$ cat config.mk
export PLATFORM = sky130hd
export DESIGN_NAME = mux_arb_n
export DESIGN_NICKNAME = d
export VERILOG_FILES = /design/src/rtl/mux_arb_n.sv
export SDC_FILE = /design/constraint.sdc
export NUM_CORES = 1
export LEC_CHECK = 0
export ABC_AREA = 1
export BUFFER_PORTS_ARGS = -buffer_cell sky130_fd_sc_hd__buf_2
export CAP_MARGIN = 20
export CORE_AREA = 2 2 95 97
export DETAILED_ROUTE_END_ITERATION = 8
export DIE_AREA = 0 0 97 99
export PLACE_DENSITY = 0.77
export SLEW_MARGIN = 25
export SYNTH_ARGS = -nofsm -noshare
export SYNTH_HDL_FRONTEND = slang
export SYNTH_SLANG_ARGS = --single-unit
$ cat constraint.sdc
create_clock -name clk -period 2.4 [get_ports clk]
set_input_delay 0.24 -clock clk [delete_from_list [all_inputs] [get_ports clk]]
set_output_delay 0.24 -clock clk [all_outputs]
set_load 0.05 [all_outputs]
$ cat src/rtl/mux_arb_n.sv
// N-channel valid/ready stream mux with a registered output stage.
// Channels are chosen by explicit select (mode=0) or round-robin arbitration (mode=1).
module mux_arb_n #(
    parameter int DATA_WIDTH = 32,
    parameter int NUM_CH     = 4,
    parameter int SEL_WIDTH  = 2
) (
    input  logic                         clk,
    input  logic                         rst_n,
    input  logic                         mode,
    input  logic [SEL_WIDTH-1:0]         sel,
    input  logic [NUM_CH*DATA_WIDTH-1:0] in_data,
    input  logic [NUM_CH-1:0]            in_valid,
    output logic [NUM_CH-1:0]            in_ready,
    output logic [DATA_WIDTH-1:0]        out_data,
    output logic [SEL_WIDTH-1:0]         out_ch,
    output logic                         out_valid,
    input  logic                         out_ready
);

    // Handshake: a word moves on any interface when valid & ready are both high
    // at a rising clk edge. valid never waits on ready; ready may depend on valid.

    logic [NUM_CH-1:0]     grant;
    logic [SEL_WIDTH-1:0]  gnt_idx;
    logic [DATA_WIDTH-1:0] gnt_data;
    logic [SEL_WIDTH-1:0]  rr_ptr;
    logic                  can_accept;
    logic                  accept;

    assign can_accept = !out_valid || out_ready;

    // Select mode grants sel only when it names an existing channel; round-robin
    // searches upward from the channel after the last mode-1 winner, wrapping.
    always_comb begin : grant_logic
        int   idx;
        logic found;
        grant = '0;
        idx   = 0;
        found = 1'b0;
        if (mode == 1'b0) begin
            for (int i = 0; i < NUM_CH; i++) begin
                if ((int'(sel) == i) && in_valid[i]) begin
                    grant[i] = 1'b1;
                end
            end
        end else begin
            for (int k = 1; k <= NUM_CH; k++) begin
                idx = (int'(rr_ptr) + k) % NUM_CH;
                if (!found && in_valid[idx]) begin
                    grant[idx] = 1'b1;
                    found      = 1'b1;
                end
            end
        end
    end

    always_comb begin
        gnt_idx  = '0;
        gnt_data = '0;
        for (int i = 0; i < NUM_CH; i++) begin
            if (grant[i]) begin
                gnt_idx  = SEL_WIDTH'(i);
                gnt_data = in_data[i*DATA_WIDTH +: DATA_WIDTH];
            end
        end
    end

    // Ready is forced low during reset so no producer sees a handshake then.
    assign in_ready = (can_accept && rst_n) ? grant : '0;
    assign accept   = |in_ready;

    always_ff @(posedge clk) begin
        if (!rst_n) begin
            out_valid <= 1'b0;
            out_data  <= '0;
            out_ch    <= '0;
            rr_ptr    <= SEL_WIDTH'(NUM_CH - 1);
        end else begin
            if (accept) begin
                out_valid <= 1'b1;
                out_data  <= gnt_data;
                out_ch    <= gnt_idx;
                if (mode) begin
                    rr_ptr <= gnt_idx;
                end
            end else if (out_ready) begin
                out_valid <= 1'b0;
            end
        end
    end

endmodule
==> summary.md <==
| Metric | Value |
|---|---|
| # fillers | `872` |
| Routed wire per std cell | `roughly 13 µm` |
| Remaining antenna violation count after routing | `0` |
| Register area share after synthesis | `20.5%` |
| CTS tree | `yes` |
| Clock buffer depth | `2` |
| Synth async-reset ratio | `0%` |
| Total Wirelength | `12200 µm` |
| #FFs+latches synth | `37` |
| Internal power | `approximately 0.0018 W` |
| Min-Delay Path Class | `primary input to flip-flop` |
| Cell family with most CP delay | `simple AND/OR/NAND/NOR gates` |
| Cells after Synth | `651` |
| Critical path depth | `12` |
| Final WS setup | `approximately 0.11 ns` |
| Via density | `4.82` |
| Max Cap Viol | `0` |
| Combinational share of power | `60.8%` |
| Row count | `34` |
| Outcome | `complete, no violations` |
| Vias in the first global route | `~4.2k` |
| TritonCTS buffer count | `5` |
| Initial drt markers | `197` |
| Synth top cells by count | `209 x nand2_1, 104 x inv_1, 88 x nand3_1` |
| Layout cells sized above 1 | `between 30% and 40%` |
| Fin area | `~5000 µm²` |
| R2R Setup Slk | `~0.15 ns` |
| Total GRT Usage | `24.1%` |
| Worst slack at placement | `between 0.05 and 0.06 ns` |
| Root buffer cell | `clkbuf_8` |
| Worst Path Required | `2.16 ns` |
| Period utilization | `95.4%` |
| Max frequency | `437 MHz` |
| Final Hold Vio Count | `0` |
| Post-synth top area share | `a little over a fifth` |
| Vias post-DR | `4494` |
| Post-synth EDFFs | `0` |
| Met2 WL | `5930 µm` |
| Initial Util | `between 40% and 50%` |
| Chip width | `roughly 97 µm` |
| Nets | `970` |
| Area contributors post-synth | `nand2_1 22%, dfxtp_1 21%, nand3_1 12%` |
| Critical path class | `flip-flop to output pin` |
| CTS clk-pin slew, worst paths | `0.08 ns` |
| Mapped cell area | `3610 µm²` |
| Die Y | `99 µm` |
| Yosys warns | `0` |
| Slew @ Worst Pin | `0.621 ns` |
| Unique masters post-synth | `25` |
| Crit path max-delay cell type | `dfxtp_2` |
| Rel. slew slack | `58.2%` |
| Post-DP Area | `4710 µm²` |
| Critical path, cell by cell | `inv_4 > ha_4 > inv_2 > nand3_2 > nand2_2 > nand2_2 > nor2_4 > nand2_1 > nand3_1 > nand3_2 > inv_1 > buf_6` |
| Highest metal used | `met4` |
| Synth Flop Type | `dfxtp_1` |
| Max VDD drop | `0.375 mV` |
| Final setup fails | `0` |
| First-pass iteration count of the detailed router | `6` |
| Net Switching | `roughly 0.0017 W` |
| Pwr dens | `704 nW/µm²` |
| CP Launch Type | `flip-flop` |
| Congestion Overflow GR | `0` |
| Skew-Pair Late Insertion Delay | `0.29 ns` |
| Worst hold start | `out_ready` |
| Routability Congestion | `0.903` |
| First-pass GRT wire length | `19100 µm` |
| FF-to-FF End | `out_data[0]` |
| Antenna Cells | `0` |
| Area leader, netlist | `nand2_1` |
| Clock power frac | `16.1%` |
| Mapped Avg Cell Area | `5.54 µm²` |
| Leakage | `approximately 3 nW` |
| DRC viols | `0` |
| Switching Fraction | `49.2%` |
| # IOs | `177` |
| Setup Skew | `about 0.0058 ns` |
| Syn Nets | `797` |
| Sequential share of power | `23.1%` |
| Core area | `8550 µm²` |
| Met1 WL | `a little over 5000 µm` |
| CP Data Arrival Time | `2.05 ns` |
| Slew Viols, Final | `0` |
| DR WL met3 | `approximately 950 µm` |
| Post-DP HPWL | `8770 µm` |
| CP Capture Type | `output pin` |
| Largest net degree at the start of global routing | `37` |
| Hold Slack | `0.273 ns` |
| Worst-path maximum fanout | `5` |
| Hold_buf cts | `0` |
| Synth-to-Final Area Change | `38.2%` |
| Hold-critical path endpoint | `out_valid` |
| Tmin final | `2.29 ns` |
| RR Startpoint | `rr_ptr[0]` |
| H-Tree Depth | `2` |
| Count leader, synth | `nand2_1` |
| # port buffers | `176` |
| Die area | `9600 µm²` |
| Buffers & Inverters on Critical Path | `4` |
| # clock sinks | `37` |
| Worst Reg-to-Reg Cells | `17` |
| Initial antenna violation count | `1` |
| Worst hold path cell count | `4` |
| Slowest stage delay, CP | `approximately 0.36 ns` |
[power groups by stage]
stage | sequential, W | clock [W] | combinational, W
6_report | 0.000811 | 0.000567 | 0.00213
5_1_grt | 0.000825 | 0.000599 | 0.00235
4_1_cts | 0.000809 | 0.000578 | 0.00204
3_5_place_dp | 0.000822 | 0 | 0.00203
3_3_place_gp | 0.000820 | 0 | 0.00201
2_1_floorplan | 0.00125 | 0 | 0.00103
[worst reg2reg max path, delay by kind of cell, from the launching register on]
kind | cells | cell delay, ns
compound gates | 1 | 0.04
fa+ha+maj | 1 | 0.28
buf+inv | 4 | 0.37
flops | 1 | 0.36
simple gates | 11 | 1.09
[sequential cells by signal (all words and copies together) (netlist names)]
| signal | cells |
|---|---|
| out_data | 32 |
| out_ch | 2 |
| rr_ptr | 2 |
| out_valid | 1 |
[worst max-delay path by stage]
| stage | slack (ns) | end | startpoint |
|---|---|---|---|
| 6_report | 0.11 | in_ready[3] | rr_ptr[0] |
| 5_1_grt | -0.04 | out_data[12] | rr_ptr[0] |
| 4_1_cts | 0.02 | in_ready[1] | rr_ptr[0] |
| 3_5_place_dp | 0.06 | out_data[28] | rr_ptr[0] |
| 3_3_place_gp | 0.09 | out_data[28] | rr_ptr[0] |
| 2_1_floorplan | 0.02 | out_data[13] | rr_ptr[0] |
[cells by family (layout without fill, tap and decap cells)]
kind of cell / count (synthesis) / after routing / synth area share, %
DFF: 37 / 37 / 20.5
buffers and inverters: 148 / 322 / 16.9
and+or+nand+nor: 400 / 400 / 51.6
adders and majority gates: 8 / 8 / 2.78
AOI/OAI and AO/OA: 58 / 58 / 8.22
[layer usage]
layer / GRT usage, % / vias to the layer above
met3: 4.82 / 20
li1: - / 2347
met5: 0 / -
met2: 42.6 / 170
met4: 7.69 / 0
met1: 29.3 / 1957
[timing repair]
| action | CTS | global route |
|---|---|---|
| cloned | 0 | 2 |
| endpoints found under the setup margin | 4 | 41 |
| buffers inserted | 0 | 2 |
| gates resized for setup | 8 | 18 |
| pin swaps | 0 | 5 |
[layout make-up]
type | count | area (µm²) | area share (%)
multi-input combinational | 466 | 2320 | 46.6
timing repair buffer | 206 | 1260 | 25.3
sequential | 37 | 743 | 14.9
inverter | 108 | 408 | 8.18
tap | 108 | 135 | 2.71
clock buffer | 5 | 68.8 | 1.38
clock inverter | 3 | 46.3 | 0.929
[through the flow]
stage / std cells / total power, W / setup TNS, ns / utilization (%)
finish: 933 / 0.00351 / 0 / 58.3
global route: 933 / 0.00377 / -0.414 / 58.3
CTS: 929 / 0.00343 / 0 / 56.7
detailed placement: 921 / 0.00285 / 0 / 55.0
global placement: 921 / 0.00283 / 0 / 55.0
floorplan: 651 / 0.00228 / 0 / -
[cells in the final DEF (no fill, tap or decap), drive strengths merged, types with 2 or more instances in the layout]
master / n
ha: 8
o21ai: 22
o31ai: 2
buf: 204
clkbuf: 7
inv: 108
nand3: 94
a21oi: 33
nand2: 216
or2: 19
dfxtp: 37
nand3b: 32
nor2: 39
No activity file was read; power rests on OpenSTA's default activity.
